==> src/rtl/switch_link_rx.sv <==
// ---------------------------------------------------------------------------
// switch_link_rx
//
// Receive-side endpoint for one switch output port. Flits arriving from the
// upstream switch are sorted into one FIFO per virtual channel; a small FSM
// per VC tracks packet boundaries so that every stored flit carries a "last"
// bit. The read side hands whole packets, one VC at a time, to a local
// consumer and returns one credit per popped flit to the upstream switch.
//
// Ports:
//   clk            clock
//   rst            synchronous active-high reset
//   data_ready_in  upstream flit valid
//   in             incoming flit (in.vc selects the FIFO, in.payload 32b)
//   credit_granted one-cycle pulse per freed slot, one bit per VC
//   packet_sent    one-cycle pulse after a tail flit is written
//   rvalid         rdata holds a valid flit
//   rdata          head flit of the currently selected VC
//   rlast          rdata is the tail flit of its packet
//   rready         consumer pops rdata when rvalid && rready
//   overflow_err   sticky: a flit was dropped because its FIFO was full
// ---------------------------------------------------------------------------

package switch_link_rx_pkg;
   // The VC field is wide enough for up to 16 VCs; a block built with fewer
   // VCs ignores flits whose vc is out of range.
   localparam int VC_W = 4;

   typedef struct packed {
      logic [VC_W-1:0] vc;
      logic [31:0]     payload;
   } flit_t;
endpackage

module switch_link_rx
   import switch_link_rx_pkg::*;
#(
   parameter int NUM_VCS  = 2,
   parameter int DEPTH    = 8,
   parameter int LEN_BITS = 8
) (
   input  logic               clk,
   input  logic               rst,
   input  logic               data_ready_in,
   input  flit_t              in,
   output logic [NUM_VCS-1:0] credit_granted,
   output logic               packet_sent,
   output logic               rvalid,
   output flit_t              rdata,
   output logic               rlast,
   input  logic               rready,
   output logic               overflow_err
);

   localparam int PW = $clog2(DEPTH);
   localparam int CW = PW + 1;
   localparam int VW = (NUM_VCS > 1) ? $clog2(NUM_VCS) : 1;

   typedef enum logic {HDR, BODY} wrState_e;

   typedef struct packed {
      logic  last;
      flit_t flit;
   } entry_t;

   entry_t              mem_q      [NUM_VCS][DEPTH];
   logic [PW-1:0]       wrPtr_q    [NUM_VCS];
   logic [PW-1:0]       rdPtr_q    [NUM_VCS];
   logic [CW-1:0]       count_q    [NUM_VCS];
   wrState_e            state_q    [NUM_VCS];
   logic [LEN_BITS-1:0] remain_q   [NUM_VCS];

   logic [VW-1:0]       sel_q;
   logic [VW-1:0]       lastServed_q;
   logic                locked_q;
   logic [NUM_VCS-1:0]  credit_q;
   logic                packetSent_q;
   logic                overflow_q;

   logic [VW-1:0]       wrVc;
   logic                vcInRange;
   logic                vcFull;
   logic                pushEn;
   logic                pushDrop;
   logic                pushLast;
   logic [LEN_BITS-1:0] hdrLen;
   logic [VW-1:0]       arbVc;
   logic [VW-1:0]       cand;
   logic [VW-1:0]       rdVc;
   entry_t              head;
   logic                pop;
   logic [NUM_VCS-1:0]  pushVec;
   logic [NUM_VCS-1:0]  popVec;

   // Write-side decode. Fullness uses the start-of-cycle count only, so a
   // pop in the same cycle never makes room for the incoming flit.
   assign wrVc      = in.vc[VW-1:0];
   assign vcInRange = 32'(in.vc) < NUM_VCS;
   assign vcFull    = count_q[wrVc] == CW'(DEPTH);
   assign hdrLen    = in.payload[LEN_BITS-1:0];
   assign pushLast  = (state_q[wrVc] == HDR) ? (hdrLen == '0)
                                              : (remain_q[wrVc] == LEN_BITS'(1));
   assign pushEn    = data_ready_in && vcInRange && !vcFull;
   assign pushDrop  = data_ready_in && vcInRange && vcFull;

   // Round-robin pick of the next non-empty VC after the last one served.
   // The loop runs from the farthest candidate to the nearest so the nearest
   // non-empty VC is the one left standing.
   always_comb begin
      cand  = '0;
      arbVc = lastServed_q;
      for (int k = NUM_VCS; k >= 1; k--) begin
         cand = VW'((int'(lastServed_q) + k) % NUM_VCS);
         if (count_q[cand] != '0) begin
            arbVc = cand;
         end
      end
   end

   // Once a packet has started popping, the read side stays on that VC until
   // its tail leaves, even if the FIFO momentarily runs dry.
   assign rdVc   = locked_q ? sel_q : arbVc;
   assign head   = mem_q[rdVc][rdPtr_q[rdVc]];
   assign rvalid = count_q[rdVc] != '0;
   assign rdata  = rvalid ? head.flit : '0;
   assign rlast  = rvalid & head.last;
   assign pop    = rvalid && rready;

   // Per-VC push and pop strobes.
   always_comb begin
      pushVec = '0;
      popVec  = '0;
      for (int v = 0; v < NUM_VCS; v++) begin
         pushVec[v] = pushEn && (wrVc == VW'(v));
         popVec[v]  = pop && (rdVc == VW'(v));
      end
   end

   // FIFO storage, per-VC packet FSMs, read lock and registered pulses.
   always_ff @(posedge clk) begin
      if (rst) begin
         for (int v = 0; v < NUM_VCS; v++) begin
            wrPtr_q[v]  <= '0;
            rdPtr_q[v]  <= '0;
            count_q[v]  <= '0;
            state_q[v]  <= HDR;
            remain_q[v] <= '0;
         end
         sel_q        <= '0;
         lastServed_q <= VW'(NUM_VCS - 1);
         locked_q     <= 1'b0;
         credit_q     <= '0;
         packetSent_q <= 1'b0;
         overflow_q   <= 1'b0;
      end else begin
         for (int v = 0; v < NUM_VCS; v++) begin
            if (pushVec[v]) begin
               mem_q[v][wrPtr_q[v]] <= '{last: pushLast, flit: in};
               wrPtr_q[v]           <= wrPtr_q[v] + 1'b1;
               if (state_q[v] == HDR) begin
                  if (hdrLen != '0) begin
                     state_q[v]  <= BODY;
                     remain_q[v] <= hdrLen;
                  end
               end else begin
                  remain_q[v] <= remain_q[v] - LEN_BITS'(1);
                  if (remain_q[v] == LEN_BITS'(1)) begin
                     state_q[v] <= HDR;
                  end
               end
            end
            if (popVec[v]) begin
               rdPtr_q[v] <= rdPtr_q[v] + 1'b1;
            end
            count_q[v] <= count_q[v] + CW'(pushVec[v]) - CW'(popVec[v]);
         end
         credit_q     <= popVec;
         packetSent_q <= pushEn && pushLast;
         overflow_q   <= overflow_q | pushDrop;
         if (pop) begin
            if (head.last) begin
               locked_q     <= 1'b0;
               lastServed_q <= rdVc;
            end else begin
               locked_q <= 1'b1;
               sel_q    <= rdVc;
            end
         end
      end
   end

   assign credit_granted = credit_q;
   assign packet_sent    = packetSent_q;
   assign overflow_err   = overflow_q;

endmodule

==> config.mk <==
export PLATFORM = sky130hd
export DESIGN_NAME = switch_link_rx
export DESIGN_NICKNAME = d
export VERILOG_FILES = /design/src/rtl/switch_link_rx.sv
export SDC_FILE = /design/constraint.sdc
export NUM_CORES = 1
export LEC_CHECK = 0
export ABC_AREA = 1
export BUFFER_PORTS_ARGS = -buffer_cell sky130_fd_sc_hd__buf_4
export CORE_ASPECT_RATIO = 0.8
export CORE_MARGIN = 1.5
export CORE_UTILIZATION = 60
export DETAILED_ROUTE_END_ITERATION = 6
export PLACE_DENSITY = 0.8
export SLEW_MARGIN = 20
export SYNTH_ARGS = -nofsm -noshare
export SYNTH_HDL_FRONTEND = slang
export SYNTH_SLANG_ARGS = --single-unit
export TNS_END_PERCENT = 1
==> constraint.sdc <==
create_clock -name clk -period 12.3 [get_ports clk]
set_input_delay 1.23 -clock clk [delete_from_list [all_inputs] [get_ports clk]]
set_output_delay 1.23 -clock clk [all_outputs]
set_load 0.1 [all_outputs]
==> results of run 1 <==
## worst paths after layout
path	from	to	slack, ns
setup / recovery	count_q[0][1]$_SDFF_PP0_	rdata[4]	5.56
hold / removal	overflow_err$_SDFF_PP0_	overflow_err$_SDFF_PP0_	0.47
setup reg to reg	count_q[0][1]$_SDFF_PP0_	lastServed_q$_SDFFE_PP1P_	7.63
hold reg to reg	overflow_err$_SDFF_PP0_	overflow_err$_SDFF_PP0_	0.47
## critical path, stage by stage, from the launching register on
cell	delay, ns
dfxtp_1	0.36
nor2_2	0.15
nand2_1	0.08
nand2_2	0.09
nand3_4	0.15
nand2_8	0.40
buf_4	0.72
o21ai_4	0.34
inv_2	0.67
buf_4	0.70
a21oi_1	0.12
o21ai_1	0.19
nand2_1	0.07
nor2_1	0.35
buf_4	0.37
## metal layers
layer / vias to the layer above / GRT usage (%)
li1: 8132 / -
met1: 8664 / 40.9
met2: 1019 / 44.5
met3: 152 / 4.23
met4: 0 / 10.3
met5: - / 0
## cell type report
| cell class | instances | area, µm² |
|---|---|---|
| flip-flops and latches | 637 | 19000 |
| fillers | 3006 | 13800 |
| multi-input cells | 1431 | 6660 |
| clock buffers | 70 | 1560 |
| repair buffers | 110 | 826 |
| well taps | 595 | 744 |
| inverters | 132 | 500 |
| clock inverters | 41 | 395 |
## cells in the final DEF, fill, tap and decap left out, types with 4 or more instances in the layout
cell type / synthesis / layout
a21oi_1: 151 / 151
edfxtp_1: 621 / 621
nor2_2: 5 / 5
nand4_1: 4 / 4
xnor2_1: 9 / 9
clkbuf_1: 37 / 9
clkinv_2: 0 / 18
nor3_1: 21 / 7
o21a_1: 28 / 28
nand3_1: 24 / 24
nor3_2: 0 / 12
clkinv_1: 1 / 14
ha_1: 16 / 16
dfxtp_1: 16 / 16
a211oi_1: 4 / 4
o21ai_0: 128 / 128
nor2_1: 559 / 557
clkbuf_16: 0 / 61
inv_1: 127 / 126
nand2_1: 235 / 233
o21ai_1: 226 / 224
bufinv_16: 0 / 8
inv_2: 4 / 4
xor2_1: 7 / 7
buf_4: 21 / 110
## sequential cells by signal, summed over array words and instances, names as in the netlist
signal / flops
mem_q: 592
overflow_err: 1
packet_sent: 1
rdPtr_q: 6
locked_q: 1
sel_q: 1
wrPtr_q: 6
remain_q: 16
count_q: 8
lastServed_q: 1
state_q: 2
credit_granted: 2
## synthesized netlist by cell type (4+ instances only)
| library cell | number | share of area, % |
|---|---|---|
| edfxtp_1 | 621 | 70 |
| nor2_1 | 559 | 7.9 |
| nand2_1 | 235 | 3.3 |
| o21ai_1 | 226 | 4.2 |
| a21oi_1 | 151 | 2.8 |
| o21ai_0 | 128 | 2.4 |
| inv_1 | 127 | 1.8 |
| buf_2 | 64 | 1.2 |
| clkbuf_1 | 37 | 0.52 |
| o21a_1 | 28 | 0.79 |
| nand3_1 | 24 | 0.45 |
| buf_4 | 21 | 0.59 |
| nor3_1 | 21 | 0.39 |
| dfxtp_1 | 16 | 1.2 |
| ha_1 | 16 | 0.75 |
| xnor2_1 | 9 | 0.30 |
| xor2_1 | 7 | 0.23 |
| nor2_2 | 5 | 0.12 |
| a211oi_1 | 4 | 0.11 |
| buf_6 | 4 | 0.17 |
| inv_2 | 4 | 0.056 |
| nand4_1 | 4 | 0.094 |
## stage by stage
stage / utilization, % / hold slack (ns) / setup slack, ns / area (µm²) / instances
2_1_floorplan: - / 0.464 / 7.05 / 26600 / 2327
3_3_place_gp: 63.7 / 0.458 / 6.39 / 27700 / 2905
3_5_place_dp: 63.7 / 0.463 / 6.33 / 27700 / 2905
4_1_cts: 68.2 / 0.479 / 5.66 / 29600 / 3016
5_1_grt: 68.2 / 0.505 / 5.22 / 29600 / 3016
6_report: 68.2 / 0.472 / 5.56 / 29600 / 3016
## logic make-up (layout without fill, tap and decap cells)
group	Yosys count	count (layout)	synth area share (%)
simple gates	859	859	12.6
buf+inv	259	353	4.36
compound gates	537	537	10.4
fa+ha+maj	18	18	0.902
flops	637	637	71.2
mux	1	1	0.0376
xor+xnor	16	16	0.526
==> qor.yml, run 1 <==
ios: 82
synth_cells: 2327
grt_max_degree: 107
tritoncts: "done"
worst_ep_required_time_ns: 11.07
setup.worst_path.class: "flip-flop to output pin"
hpwl_mm: 32.7
vias_per_cell: 5.96
post-route-period-util_pct: 54.8
drc: 0
mappedNetlistArea_um2: 26600
avgSynthCellArea_um2: 11.4
die_area_um2: 45700
worstSetupEndpointType: "output pin"
drt-total-wl_mm: 64.5
rows: 68
diodes: 0
max_freq_ghz: 0.148
status: "completed"
critPathMaxFanout: 83
synth_edf_count: 621
yosysWarnings: 0
gp_congestion: 0.823
drtIter0Drc: 2122
setup_viol: 0
maxSlewHeadroom_pct: 29.3
wire_per_inst_um: 21.4
die_x_um: 239
tns_ns: 0
cts.sinks: 637
start_kind: "flip-flop"
cts_setup_buffers: 0
ys_dominant_reg_cell: "edfxtp_1"
highest_layer: "met4"
dr_wl_met3_mm: 6.72
die_h_um: 191
fin_skew_ns: 0.0140
wl_met2_mm: 30.0
rsz0062_at_grt: "no"
root_buffer: "clkbuf_16"
groute.usage.overall_pct: 28.4
antenna_found_initial: 1
vias: 17967
ctsHoldBuffers: 0
ctsResizeCount: 0
clk_pin_slew_worst_paths_ns: 0.06
area_growth_pct: 11.3
drt-pass1-iter-count: 5
nets: 2429
first_global_vias: 17367
ys_types: 34
ys_ff_latch: 637
min_path_type: "flip-flop to flip-flop"
core_area_um2: 43500
synth_nets: 2385
io_buffers: 81
slew_viol_final: 0
crit_arrival_ns: 5.51
hold_depth: 2
grt_pass1_wl_mm: 97.9
met1_length_mm: 25.7
htree_num_levels: 2
drv_cap: 0
clk_latency_ns: 0.60
ys_seq_area_share_pct: 71.2
initial_core_util_pct: 61.3
grt_overflow: 0
async_flop_share_pct: 0
numCtsBuffers: 59
tightest_slew_ns: 1.06
finalHoldViolCount: 0
drive_above_1_share_pct: 9.71
ff2ff_path_depth: 16
fin_crit_ns: 6.74
ant_nets: 0
clockBufferDepth: 3
Power of run 1 is not shown: default switching activity piles up to over one toggle a cycle in this logic, so the estimate is an artifact.
==> run 2: changes to the inputs <==
ABC_AREA = 0   (was 1)
CORE_UTILIZATION = 56   (was 60)
PLACE_DENSITY = 0.79   (was 0.8)
clock period = 5.86 ns   (was 12.3 ns; I/O delays follow)
==> qor.yml, run 2 <==
status: "completed"  # unchanged
crit_arrival_ns: 4.58  # was 5.51 ns
groute.usage.overall_pct: 26.2  # was 28.4%
met1_length_mm: 24.7  # was 25.7 mm
io_buffers: 81  # unchanged
htree_num_levels: 2  # unchanged
fin_skew_ns: 0.0120  # was 0.0140 ns
core_area_um2: 46000  # was 43500 µm²
final_cell_mix: "edfxtp_1, mux2i_1, buf_4, nand3_1, mux4_2"  # was edfxtp_1, nor2_1, nand2_1, o21ai_1, a21oi_1
clk_latency_ns: 0.63  # was 0.60 ns
worst_ep_required_time_ns: 5.27  # was 11.07 ns
drc: 0  # unchanged
dp_worst_setup_slack_ns: 1.45  # was 6.33 ns
grt_pass1_wl_mm: 93.7  # was 97.9 mm
area_growth_pct: 12.4  # was 11.3%
finalHoldViolCount: 0  # unchanged
initial_core_util_pct: 57.2  # was 61.3%
ys_types: 60  # was 34
avgSynthCellArea_um2: 17.1  # was 11.4 µm²
drt-total-wl_mm: 62.6  # was 64.5 mm
hpwl_mm: 34.1  # was 32.7 mm
clockBufferDepth: 3  # unchanged
synth_nets: 1598  # was 2385
start_kind: "flip-flop"  # unchanged
drtIter0Drc: 1834  # was 2122
diodes: 0  # unchanged
ctsHoldBuffers: 0  # unchanged
rows: 70  # was 68
die_x_um: 245  # was 239 µm
drv_cap: 0  # unchanged
min_path_type: "input port to flip-flop"  # was flip-flop to flip-flop
grt_max_degree: 112  # was 107
synth_common_cells: "edfxtp_1, mux2i_1, nand3_1"  # was edfxtp_1, nor2_1, nand2_1
rsz0062_at_grt: "no"  # unchanged
ys_dominant_reg_cell: "edfxtp_1"  # unchanged
synth_edf_count: 621  # unchanged
vias_per_cell: 6.66  # was 5.96
post-route-period-util_pct: 88.1
slew_viol_final: 0  # unchanged
die_area_um2: 48300  # was 45700 µm²
final_common_cell: "edfxtp_1"  # unchanged
async_flop_share_pct: 0  # unchanged
setup_viol: 0  # unchanged
ant_nets: 0  # unchanged
ys_ff_latch: 637  # unchanged
ys_seq_area_share_pct: 72.1  # was 71.2%
critPathMaxFanout: 77  # was 83
max_freq_ghz: 0.194
ctsResizeCount: 0  # unchanged
drive_above_1_share_pct: 19.3  # was 9.71%
seq_area_um2: 19000  # unchanged
cts.sinks: 637  # unchanged
largest_reg_flops: 592  # unchanged
setup.worst_path.class: "flip-flop to output pin"  # unchanged
numCtsBuffers: 59  # unchanged
yosysTopAreaCellShare_pct: 70.9  # was 70.0%
highest_layer: "met4"  # unchanged
gp_congestion: 0.881  # was 0.823
fin_crit_ns: 5.16
drt-pass1-iter-count: 6  # was 5
yosysMostFrequentCell: "edfxtp_1"  # unchanged
worstSetupEndpointType: "output pin"  # unchanged
tightest_slew_ns: 1.15  # was 1.06 ns
grt_overflow: 0  # unchanged
worst_slack_ns: 0.698  # was 5.56 ns
dr_wl_met3_mm: 6.38  # was 6.72 mm
antenna_found_initial: 0  # was 1
wire_per_inst_um: 27.6  # was 21.4 µm
mappedNetlistArea_um2: 26300  # was 26600 µm²
nets: 1666  # was 2429
ios: 82  # unchanged
clk_pin_slew_worst_paths_ns: 0.07  # was 0.06 ns
synth_cells: 1540  # was 2327
tritoncts: "done"  # unchanged
fill_cells: 3087  # was 3006
yosysWarnings: 0  # unchanged
cts_setup_buffers: 0  # unchanged
die_h_um: 197  # was 191 µm
maxSlewHeadroom_pct: 23.1  # was 29.3%
vias: 15126  # was 17967
yosysTopAreaCell: "edfxtp_1"  # unchanged
root_buffer: "clkbuf_16"  # unchanged
synthTopCellsByArea: "edfxtp_1, mux4_2, mux2i_1"  # was edfxtp_1, nor2_1, o21ai_1
multiInputGateArea_um2: 6870  # was 6660 µm²
wl_met2_mm: 29.7  # was 30.0 mm
first_global_vias: 14986  # was 17367
[run 2: cell count changes in the layout (fill, tap and decap cells not counted), moves of 54 or more]
cell     change
mux2i_1    +144
nand3_1     +58
nand2_1    -216
mux4_2      +76
o21ai_0     -54
o21ai_1    -222
inv_1       -97
a21oi_1    -146
nor2_1     -527
[run 2: metal layers]
metal / track usage, % / vias to the layer above
met4: 9.33 / 0
met3: 5.07 / 139
met1: 37.2 / 7612
li1: - / 6426
met5: 0 / -
met2: 41.0 / 949
[run 2: per-stage QoR]
step                      utilization (%)  setup TNS (ns)  cell area (µm²)  cells  hold slack [ns]
after global placement               60.1               0            27700   2159            0.476
after global routing                 64.3               0            29600   2270            0.255
final                                64.3               0            29600   2270            0.258
after CTS                            64.3               0            29600   2270            0.227
after detailed placement             60.2               0            27700   2159            0.486
after floorplan                         -           -4.94            26300   1540            0.461
[run 2: cell families (layout without fill, tap and decap cells)]
family	Yosys count	in the layout	synth area share, %
buffers and inverters	143	261	2.33
adder cells (fa/ha/maj)	18	18	0.913
XOR/XNOR	20	20	0.666
flip-flops	637	637	72.1
multiplexers	224	224	12.2
AND/OR/NAND/NOR	272	272	5.64
AO/OA/AOI/OAI	226	226	6.18
[run 2: cell type report]
class	count	area share [%]
clock inverter	44	1.35
timing repair buffer	120	3.17
inverter	30	0.381
multi-input combinational	760	23.3
tap	612	2.59
clock buffer	67	5.10
sequential	637	64.2
[run 2: critical path: stages (launching register included)]
cell       delay [ns]
dfxtp_1          0.33
or4_4            0.61
a21bo_4          0.51
o211ai_4         0.79
buf_4            0.49
a2111oi_0        0.17
nor4_1           0.60
buf_4            0.41
[run 2: final timing paths]
check,startpoint,to,slack (ns),cells after the start
max,count_q[0][3]$_SDFF_PP0_,rdata[1],0.70,7
min,in[15],mem_q[0][274]$_DFFE_PP_,0.26,1
max reg2reg,count_q[1][3]$_SDFF_PP0_,count_q[0][2]$_SDFF_PP0_,1.82,12
min reg2reg,sel_q$_SDFFE_PP0P_,sel_q$_SDFFE_PP0P_,0.50,2
Power of run 2 is left out for the same reason.
==> run 3: changes to the inputs <==
--- a/config.mk
+++ b/config.mk
@@ -12,4 +12,5 @@
 export CORE_UTILIZATION = 56
 export DETAILED_ROUTE_END_ITERATION = 6
+export HOLD_SLACK_MARGIN = 0.05
 export PLACE_DENSITY = 0.79
 export SLEW_MARGIN = 20
==> constraint.sdc (replaced) <==
create_clock -name clk -period 5.86 [get_ports clk]
set_input_delay 0.586 -clock clk [delete_from_list [all_inputs] [get_ports clk]]
set_output_delay 0.586 -clock clk [all_outputs]
set_load 0.005 [all_outputs]
==> qor.yml, run 3 (synthesis gave the netlist of run 2 again) <==
ant_nets: 0  # unchanged
status: "completed"  # unchanged
tightest_slew_ns: 1.14  # was 1.15 ns
io_buffers: 81  # unchanged
tritoncts: "done"  # unchanged
die_x_um: 245  # unchanged
seq_area_um2: 19000  # unchanged
antenna_found_initial: 0  # unchanged
grt_overflow: 0  # unchanged
setup.worst_path.class: "flip-flop to output pin"  # unchanged
area_growth_pct: 12.3  # was 12.4%
die_area_um2: 48300  # unchanged
total_leakage_power_nw: 9.68
initial_core_util_pct: 57.2  # unchanged
seq_power_share_pct: 36.8
fin_skew_ns: 0.0267  # was 0.0120 ns
nets: 1674  # was 1666
holdWs_ns: 0.271  # was 0.258 ns
worst_slack_ns: 0.843  # was 0.698 ns
cts.sinks: 637  # unchanged
drv_cap: 0  # unchanged
drc: 0  # unchanged
postPlaceCellArea_um2: 27700  # about the same
drt-pass1-iter-count: 6  # unchanged
diodes: 0  # unchanged
dp_worst_setup_slack_ns: 1.57  # was 1.45 ns
multiInputGateArea_um2: 6870  # unchanged
clkPwrFrac_pct: 26.2
crit_slowest_cell: "a21boi_4"  # was o211ai_4
final_cell_mix: "edfxtp_1, mux2i_1, buf_4, nand3_1, mux4_2"  # unchanged
clockBufferDepth: 3  # unchanged
ios: 82  # unchanged
vias_per_cell: 6.73  # was 6.66
hpwl_mm: 34.0  # was 34.1 mm
combPwrFrac_pct: 37.0
ctsResizeCount: 0  # unchanged
cts_setup_buffers: 0  # unchanged
rsz0062_at_grt: "no"  # unchanged
ir_drop_uv: 458
largest_reg_flops: 592  # unchanged
core_area_um2: 46000  # unchanged
worstSetupEndpointType: "output pin"  # unchanged
fin_crit_ns: 5.02  # was 5.16 ns
critPathTopFamily: "simple AND/OR/NAND/NOR gates"  # was compound AO/OA/AOI/OAI gates
swShare_pct: 34.7
slew_viol_final: 0  # unchanged
first_global_vias: 15108  # was 14986
cpPeakStageDelay_ns: 0.76  # was 0.79 ns
vias: 15301  # was 15126
drive_above_1_share_pct: 19.5  # was 19.3%
grt_pass1_wl_mm: 91.8  # was 93.7 mm
cp.buffers_inverters: 2  # unchanged
clk_pin_slew_worst_paths_ns: 0.06  # was 0.07 ns
cellPowerDensity_nw_per_um2: 475
p_sw_mw: 4.87
drtIter0Drc: 1705  # was 1834
min_path_type: "input port to flip-flop"  # unchanged
grt_max_degree: 110  # was 112
setup_viol: 0  # unchanged
post-route-period-util_pct: 85.6  # was 88.1%
fill_cells: 3037  # was 3087
rows: 70  # unchanged
fin_area_um2: 29500  # was 29600 µm²
crit_arrival_ns: 4.43  # was 4.58 ns
ctsHoldBuffers: 0  # unchanged
clk_latency_ns: 0.62  # was 0.63 ns
numCtsBuffers: 58  # was 59
gp_congestion: 0.804  # was 0.881
worst_ep_required_time_ns: 5.27  # about the same
htree_num_levels: 2  # unchanged
groute.usage.overall_pct: 25.6  # was 26.2%
final_common_cell: "edfxtp_1"  # unchanged
maxSlewHeadroom_pct: 23.9  # was 23.1%
p_total_mw: 14.0
wire_per_inst_um: 26.9  # was 27.6 µm
root_buffer: "clkbuf_16"  # unchanged
start_kind: "flip-flop"  # unchanged
die_h_um: 197  # unchanged
critPathMaxFanout: 34  # was 77
max_freq_ghz: 0.199  # was 0.194 GHz
drt-total-wl_mm: 61.2  # was 62.6 mm
p_int_mw: 9.16
path_cells: "nor4_1 > nand2_4 > a21boi_4 > buf_4 > a2111oi_0 > nor4_1 > buf_4"  # was or4_4 > a21bo_4 > o211ai_4 > buf_4 > a2111oi_0 > nor4_1 > buf_4
finalHoldViolCount: 0  # unchanged
-- run 3: area by class of cell --
class / instances / area share, %
clock buffer: 73 / 5.42
inverter: 30 / 0.381
clock inverter: 33 / 0.830
sequential: 637 / 64.2
tap: 612 / 2.59
multi-input combinational: 760 / 23.3
timing repair buffer: 129 / 3.32
-- run 3: metrics by stage --
step,instances,utilization [%],TNS [ns]
CTS,2274,64.3,0
detailed placement,2168,60.2,0
floorplan,1540,-,-4.94
finish,2274,64.3,0
global placement,2168,60.2,0
global route,2274,64.3,0
-- run 3: power groups by stage --
| stage | Clock (mW) | Sequential (mW) | Combinational [mW] |
|---|---|---|---|
| CTS | 3.71 | 5.16 | 5.14 |
| global placement | 0 | 5.25 | 4.97 |
| global route | 3.88 | 5.16 | 5.51 |
| floorplan | 0 | 5.21 | 3.11 |
| finish | 3.68 | 5.16 | 5.19 |
| detailed placement | 0 | 5.25 | 5.09 |
-- run 3: worst paths after layout --
check,slack (ns),start,endpoint,cells past startpoint
max reg2reg,2.07,count_q[1][1]$_SDFF_PP0_,count_q[0][2]$_SDFF_PP0_,12
max,0.84,count_q[1][1]$_SDFF_PP0_,rdata[33],7
min reg2reg,0.48,overflow_err$_SDFF_PP0_,overflow_err$_SDFF_PP0_,2
min,0.27,in[30],mem_q[0][141]$_DFFE_PP_,1
-- run 3: routing by layer --
metal,vias up,part of all wire (%),global-route usage (%)
met4,0,2.7,8.28
li1,6443,-,-
met3,135,11,4.11
met5,-,0,0
met2,971,48,41.2
met1,7752,39,36.1
No activity file was read; power rests on OpenSTA's default activity.
